**src/rtl/lcd_ctrl_if.sv**
```systemverilog
// Write port between the LSU and the LCD controller: valid/ready with a 9-bit payload.
// wr_data[8] is RS (0 = command, 1 = data), wr_data[7:0] is the byte.
interface lcd_ctrl_if;
  logic       wr_vld;
  logic       wr_rdy;
  logic [8:0] wr_data;

  modport master (
    output wr_vld,
    output wr_data,
    input  wr_rdy
  );

  modport slave (
    input  wr_vld,
    input  wr_data,
    output wr_rdy
  );
endinterface

```
**src/rtl/lcd_ctrl.sv**
```systemverilog
// HD44780-style character-LCD driver. Bytes posted on the write port are queued in a
// small FIFO and played out with setup / enable pulse / hold / execution-wait timing
// on io_lcd. A registered status word lets firmware poll for busy and full.
module lcd_ctrl #(
  parameter int unsigned DEPTH     = 4,
  parameter int unsigned SETUP_CYC = 2,
  parameter int unsigned EN_CYC    = 12,
  parameter int unsigned HOLD_CYC  = 2,
  parameter int unsigned EXEC_CYC  = 2000,
  parameter int unsigned CLEAR_CYC = 80000
) (
  input  logic        clk,
  input  logic        rst_n,
  lcd_ctrl_if.slave   wr,
  input  logic        lcd_on,
  output logic [31:0] status,
  output logic [31:0] io_lcd
);

  localparam int unsigned AW = $clog2(DEPTH);
  localparam int unsigned CW = AW + 1;

  typedef enum logic [2:0] {
    StIdle,
    StSetup,
    StPulse,
    StHold,
    StWait
  } state_e;

  // FIFO storage and bookkeeping
  logic [8:0]    r_mem [DEPTH];
  logic [AW-1:0] r_wr_ptr;
  logic [AW-1:0] r_rd_ptr;
  logic [CW-1:0] r_count;

  // Sequencer state and registered outputs
  state_e        r_state;
  logic [31:0]   r_cnt;
  logic          r_en;
  logic          r_rs;
  logic [7:0]    r_data;
  logic          r_on;
  logic          r_busy;
  logic          r_full;

  logic          w_full;
  logic          w_push;
  logic          w_pop;
  logic [8:0]    w_head;
  logic [CW-1:0] w_count_nxt;
  logic          w_going_idle;
  logic          w_long_cmd;
  logic [31:0]   w_wait_len;
  logic [7:0]    w_count8;

  // Ready is judged on the registered count only, so a pop in the same cycle never
  // frees a slot for a write that arrives while full.
  assign w_full      = (r_count == CW'(DEPTH));
  assign wr.wr_rdy   = rst_n && !w_full;
  assign w_push      = wr.wr_vld && wr.wr_rdy;
  assign w_pop       = (r_state == StIdle) && (r_count != '0);
  assign w_head      = r_mem[r_rd_ptr];
  assign w_count_nxt = r_count + CW'(w_push) - CW'(w_pop);

  // Clear display (0x01) and return home (0x02/0x03) need the long execution wait.
  assign w_long_cmd  = !r_rs && ((r_data == 8'h01) || (r_data == 8'h02) || (r_data == 8'h03));
  assign w_wait_len  = w_long_cmd ? CLEAR_CYC : EXEC_CYC;

  // The FSM returns to IDLE next cycle either by staying idle or by finishing WAIT.
  assign w_going_idle = ((r_state == StIdle) && !w_pop) ||
                        ((r_state == StWait) && (r_cnt == 32'd0));

  assign w_count8 = 8'(r_count);
  assign status   = {16'b0, w_count8, 6'b0, r_full, r_busy};
  assign io_lcd   = {r_on, 20'b0, r_en, r_rs, 1'b0, r_data};

  // FIFO payload write; contents need no reset since count gates every read.
  always_ff @(posedge clk) begin
    if (w_push) begin
      r_mem[r_wr_ptr] <= wr.wr_data;
    end
  end

  // Sequencer, FIFO pointers/count and registered status/bus outputs.
  always_ff @(posedge clk) begin
    if (!rst_n) begin
      r_wr_ptr <= '0;
      r_rd_ptr <= '0;
      r_count  <= '0;
      r_state  <= StIdle;
      r_cnt    <= 32'd0;
      r_en     <= 1'b0;
      r_rs     <= 1'b0;
      r_data   <= 8'h00;
      r_on     <= 1'b0;
      r_busy   <= 1'b0;
      r_full   <= 1'b0;
    end else begin
      r_on    <= lcd_on;
      r_count <= w_count_nxt;
      r_busy  <= !w_going_idle || (w_count_nxt != '0);
      r_full  <= (w_count_nxt == CW'(DEPTH));
      if (w_push) begin
        r_wr_ptr <= r_wr_ptr + 1'b1;
      end
      if (w_pop) begin
        r_rd_ptr <= r_rd_ptr + 1'b1;
      end

      case (r_state)
        StIdle: begin
          if (w_pop) begin
            r_rs    <= w_head[8];
            r_data  <= w_head[7:0];
            r_cnt   <= SETUP_CYC - 1;
            r_state <= StSetup;
          end
        end
        StSetup: begin
          if (r_cnt == 32'd0) begin
            r_en    <= 1'b1;
            r_cnt   <= EN_CYC - 1;
            r_state <= StPulse;
          end else begin
            r_cnt <= r_cnt - 1;
          end
        end
        StPulse: begin
          if (r_cnt == 32'd0) begin
            r_en    <= 1'b0;
            r_cnt   <= HOLD_CYC - 1;
            r_state <= StHold;
          end else begin
            r_cnt <= r_cnt - 1;
          end
        end
        StHold: begin
          if (r_cnt == 32'd0) begin
            r_cnt   <= w_wait_len - 1;
            r_state <= StWait;
          end else begin
            r_cnt <= r_cnt - 1;
          end
        end
        StWait: begin
          if (r_cnt == 32'd0) begin
            r_state <= StIdle;
          end else begin
            r_cnt <= r_cnt - 1;
          end
        end
        default: begin
          r_en    <= 1'b0;
          r_state <= StIdle;
        end
      endcase
    end
  end

endmodule
```
**src/flat_wrapper.sv**
```systemverilog
// flat-port wrapper written by rule: the top's interface ports become plain ports
module lcd_ctrl_flat 
#(
  parameter int unsigned DEPTH     = 4,
  parameter int unsigned SETUP_CYC = 2,
  parameter int unsigned EN_CYC    = 12,
  parameter int unsigned HOLD_CYC  = 2,
  parameter int unsigned EXEC_CYC  = 2000,
  parameter int unsigned CLEAR_CYC = 80000
)
  (clk, rst_n, lcd_on, status, io_lcd, wr_wr_vld, wr_wr_data, wr_wr_rdy);
  lcd_ctrl_if wr_i ();
  input  logic clk;
  input  logic rst_n;
  input  logic lcd_on;
  output logic [31:0] status;
  output logic [31:0] io_lcd;
  input wire logic [$bits(wr_i.wr_vld)-1:0] wr_wr_vld;
  input wire logic [$bits(wr_i.wr_data)-1:0] wr_wr_data;
  output wire logic [$bits(wr_i.wr_rdy)-1:0] wr_wr_rdy;
  assign wr_i.wr_vld = wr_wr_vld;
  assign wr_i.wr_data = wr_wr_data;
  assign wr_wr_rdy = wr_i.wr_rdy;
  lcd_ctrl #(.DEPTH(DEPTH), .SETUP_CYC(SETUP_CYC), .EN_CYC(EN_CYC), .HOLD_CYC(HOLD_CYC), .EXEC_CYC(EXEC_CYC), .CLEAR_CYC(CLEAR_CYC)) u_core (.clk(clk), .rst_n(rst_n), .wr(wr_i), .lcd_on(lcd_on), .status(status), .io_lcd(io_lcd));
endmodule
```
**config.mk**
```make
export PLATFORM = sky130hd
export DESIGN_NAME = lcd_ctrl_flat
export DESIGN_NICKNAME = d
export VERILOG_FILES = /design/src/rtl/lcd_ctrl_if.sv /design/src/rtl/lcd_ctrl.sv /design/src/flat_wrapper.sv
export SDC_FILE = /design/constraint.sdc
export NUM_CORES = 1
export LEC_CHECK = 0
export BUFFER_PORTS_ARGS = -buffer_cell sky130_fd_sc_hd__buf_2
export CAP_MARGIN = 20
export CELL_PAD_IN_SITES_DETAIL_PLACEMENT = 1
export CELL_PAD_IN_SITES_GLOBAL_PLACEMENT = 2
export CORE_ASPECT_RATIO = 1.25
export CORE_MARGIN = 2
export CORE_UTILIZATION = 39
export CTS_CLUSTER_DIAMETER = 80
export CTS_CLUSTER_SIZE = 10
export DETAILED_ROUTE_END_ITERATION = 8
export PLACE_DENSITY_LB_ADDON = 0.1
export SETUP_SLACK_MARGIN = 0.1
export SLEW_MARGIN = 40
export SYNTH_ARGS = -nofsm -noshare
export SYNTH_HDL_FRONTEND = slang
export SYNTH_SLANG_ARGS = --single-unit
```
**constraint.sdc**
```tcl
create_clock -name clk -period 4.61 [get_ports clk]
set_clock_uncertainty 0.05 [all_clocks]
set_input_delay 1.1525 -clock clk [delete_from_list [all_inputs] [get_ports clk]]
set_output_delay 1.1525 -clock clk [all_outputs]
set_load 0.01 [all_outputs]
```
==> flow_summary.yaml <==
timing:
  slew_viol_final: 0
  setup_viol: 0
  fmax_mhz: 309
  max_slew.worst_pin.slew_ns: 0.799
  rsz0062_at_grt: "no"
  tns_ns: 0
  fin_hold_ws_ns: 0.420
  period_needed_ns: 3.24
  relSlewSlack_pct: 46.8
  fin_crit_sh_pct: 70.2
  hold_violations: 0
synthesis:
  yosys.area.top_type: "dfxtp_1"
  synth_commonest_cells: "buf_4, dfxtp_1, nand2_1, edfxtp_1, nor2_1"
  ys_seq_elements: 91
  synth_compound_area_share_pct: 15.6
  synth_fa_ha_area_share_pct: 2.49
  synth_xor_area_share_pct: 1.45
  synth-edff-count: 36
  syn_area_sq_mm: 0.00482
  syn_inst: 480
  synth_seq_area_share_pct: 45.3
  synth_top_cells_by_area: "dfxtp_1, edfxtp_1, buf_4, mux4_2, a21oi_1"
  synthArstFlopShare_pct: 0
  yosysUniqueCellTypes: 72
  synth_ff_type: "dfxtp_1"
  yosysTopAreaCellShare_pct: 22.9
  synth_top_family_by_area: "simple AND/OR/NAND/NOR gates"
  avgSynthCellArea_sq_um: 10.0
  synthSimpleGateAreaFrac_pct: 19.0
  ys.warnings.count: 0
  synthMuxAreaShare_pct: 4.42
floorplan:
  start_util_pct: 39.8
  dieArea_sq_mm: 0.0133
  rows: 45
  design.core.area_sq_mm: 0.0121
  die_h_microns: 128
  die_w_microns: 103
  ios: 78
clock_tree:
  clock_latency_ns: 0.34
  cts_sinks: 91
  numCtsBuffers: 9
  cts_setup_buffers: 0
  htreeDepth: 3
  ctsResizeCount: 0
  path_clk_slew_ns: 0.07
  cts_tree: "done"
  clockRootBuffer: "clkbuf_16"
  holdBufCountCts: 0
  clk_path_buf_depth: 2
cells_and_area:
  n_fill_cell: 1387
  syn_to_final_growth_pct: 6.94
  multi_input_area_sq_mm: 0.00225
  drive_above_1_share_pct: 15.2
  ff_latch_area_sq_mm: 0.00218
  nets: 518
  diodes: 0
routing:
  dr.pass1.iters: 4
  vias: 3527
  antenna_left: 0
  viasPerCell: 5.30
  first_iter_violations: 119
  drc: 0
  routed_wl_mm: 11.6
  avgRoutedWirePerCell_microns: 17.4
power:
  ir_drop_mv: 0.252
  powerDensity_mw_per_mm2: 783
  cellLeakagePower_nw: 1.97
run:
  drv_cap: 0
critical_path:
  critPathLaunch: "u_core.r_count[1]"
  critPathArrivalTime_ns: 3.43
  crit_path_end_kind: "flop"
  required_ns: 4.80
  crit_path_max_fanout: 12
  crit_type: "reg -> reg"
  startpoint_type: "flop"
  reg2reg_from: "u_core.r_count[1]"
  r2r_cells: 12
min_path:
  hold_class: "reg -> reg"
  holdCritStartpoint: "u_core.r_cnt[31]"
  hold_path_depth: 2
global_route:
  grt_overflow: 0
  grt_start_max_net_pins: 32
  grt_usage_pct: 18.6
  grt_pass1_wl_mm: 18.8
  antenna_found_initial: 0
  grt_pass1_vias: 3550
place:
  io_buffers: 29
  post-dp-hpwl_mm: 8.37
  place_congestion: 0.805
run_status:
  status: "complete, no violations"
## worst max-delay path: stages (launching register included)
cell	delay, ns
dfxtp_1	0.43
nor3_1	0.14
or4_1	0.60
inv_1	0.37
ha_1	0.30
inv_1	0.05
ha_1	0.12
inv_1	0.05
fa_1	0.37
xnor2_1	0.15
xnor2_1	0.14
and2_1	0.18
and3b_1	0.17
## power by group
group	switching (mW)	total, mW	internal (mW)
Combinational	1.33	2.10	0.771
Clock	0.363	0.746	0.383
Sequential	0.192	1.19	0.994
Total	1.88	4.03	2.15
## routing by layer
| layer | routed length [microns] | track usage (%) | part of all wire (%) |
|---|---|---|---|
| met1 | 4850 | 21.7 | 42 |
| met2 | 6190 | 33.6 | 54 |
| met5 | 0 | 0 | 0 |
| met4 | 301 | 7.51 | 2.6 |
| met3 | 225 | 2.73 | 1.9 |
## through the flow
step	power [mW]	area (sq um)	instances	util, %	setup slack (ns)
6_report	4.03	5150	665	42.6	1.37
5_1_grt	4.38	5150	665	42.6	1.07
4_1_cts	4.09	5150	665	42.6	1.30
3_5_place_dp	3.33	4860	649	40.1	1.24
3_3_place_gp	3.30	4860	649	40.1	1.36
2_1_floorplan	2.87	4990	527	-	1.07
## layout make-up
cell class                      instances  share of cell area (%)
Sequential cell                        91                    42.4
Tap cell                              164                    3.98
Inverter                               10                   0.729
Clock buffer                            9                    4.37
Multi-Input combinational cell        350                    43.6
Timing Repair Buffer                   34                    3.55
Clock inverter                          7                    1.36
## cell usage in the layout, fill, tap and decap left out, types with 10 or more instances in the layout
cell type  Yosys  routed
dfxtp_1       55      55
conb_1         1      48
nand2_1       41      41
edfxtp_1      36      36
nor2_1        32      32
a21oi_1       31      31
buf_2          3      29
nor3_1        20      20
o21ai_0       16      16
nor4_1        11      11
inv_1         10      10
or4_1         10      10
## cell families (layout without fill, tap and decap cells)
logic type | Yosys count | count (layout)
adders and majority gates | 9 | 9
other | 1 | 48
buffers and inverters | 86 | 60
and+or+nand+nor | 162 | 162
muxes | 10 | 10
AOI/OAI and AO/OA | 113 | 113
xor gates and xnor gates | 8 | 8
DFF | 91 | 91
## sequential cells by signal, summed over array words and instances, names as in the netlist
name	count
u_core.r_busy	1
u_core.r_data	8
u_core.r_count	3
u_core.r_full	1
u_core.r_cnt	32
u_core.r_rd_ptr	2
u_core.r_mem	36
u_core.r_wr_ptr	2
u_core.r_state	3
u_core.r_en	1
u_core.r_on	1
u_core.r_rs	1
## path summary, 6_finish.rpt
check / slack (ns) / endpoint
worst max-delay path: 1.37 / u_core.r_full
worst min-delay path: 0.42 / u_core.r_cnt[31]
worst max register to register: 1.37 / u_core.r_full
worst min register to register: 0.42 / u_core.r_cnt[31]
No activity file was read; power rests on OpenSTA's default activity.
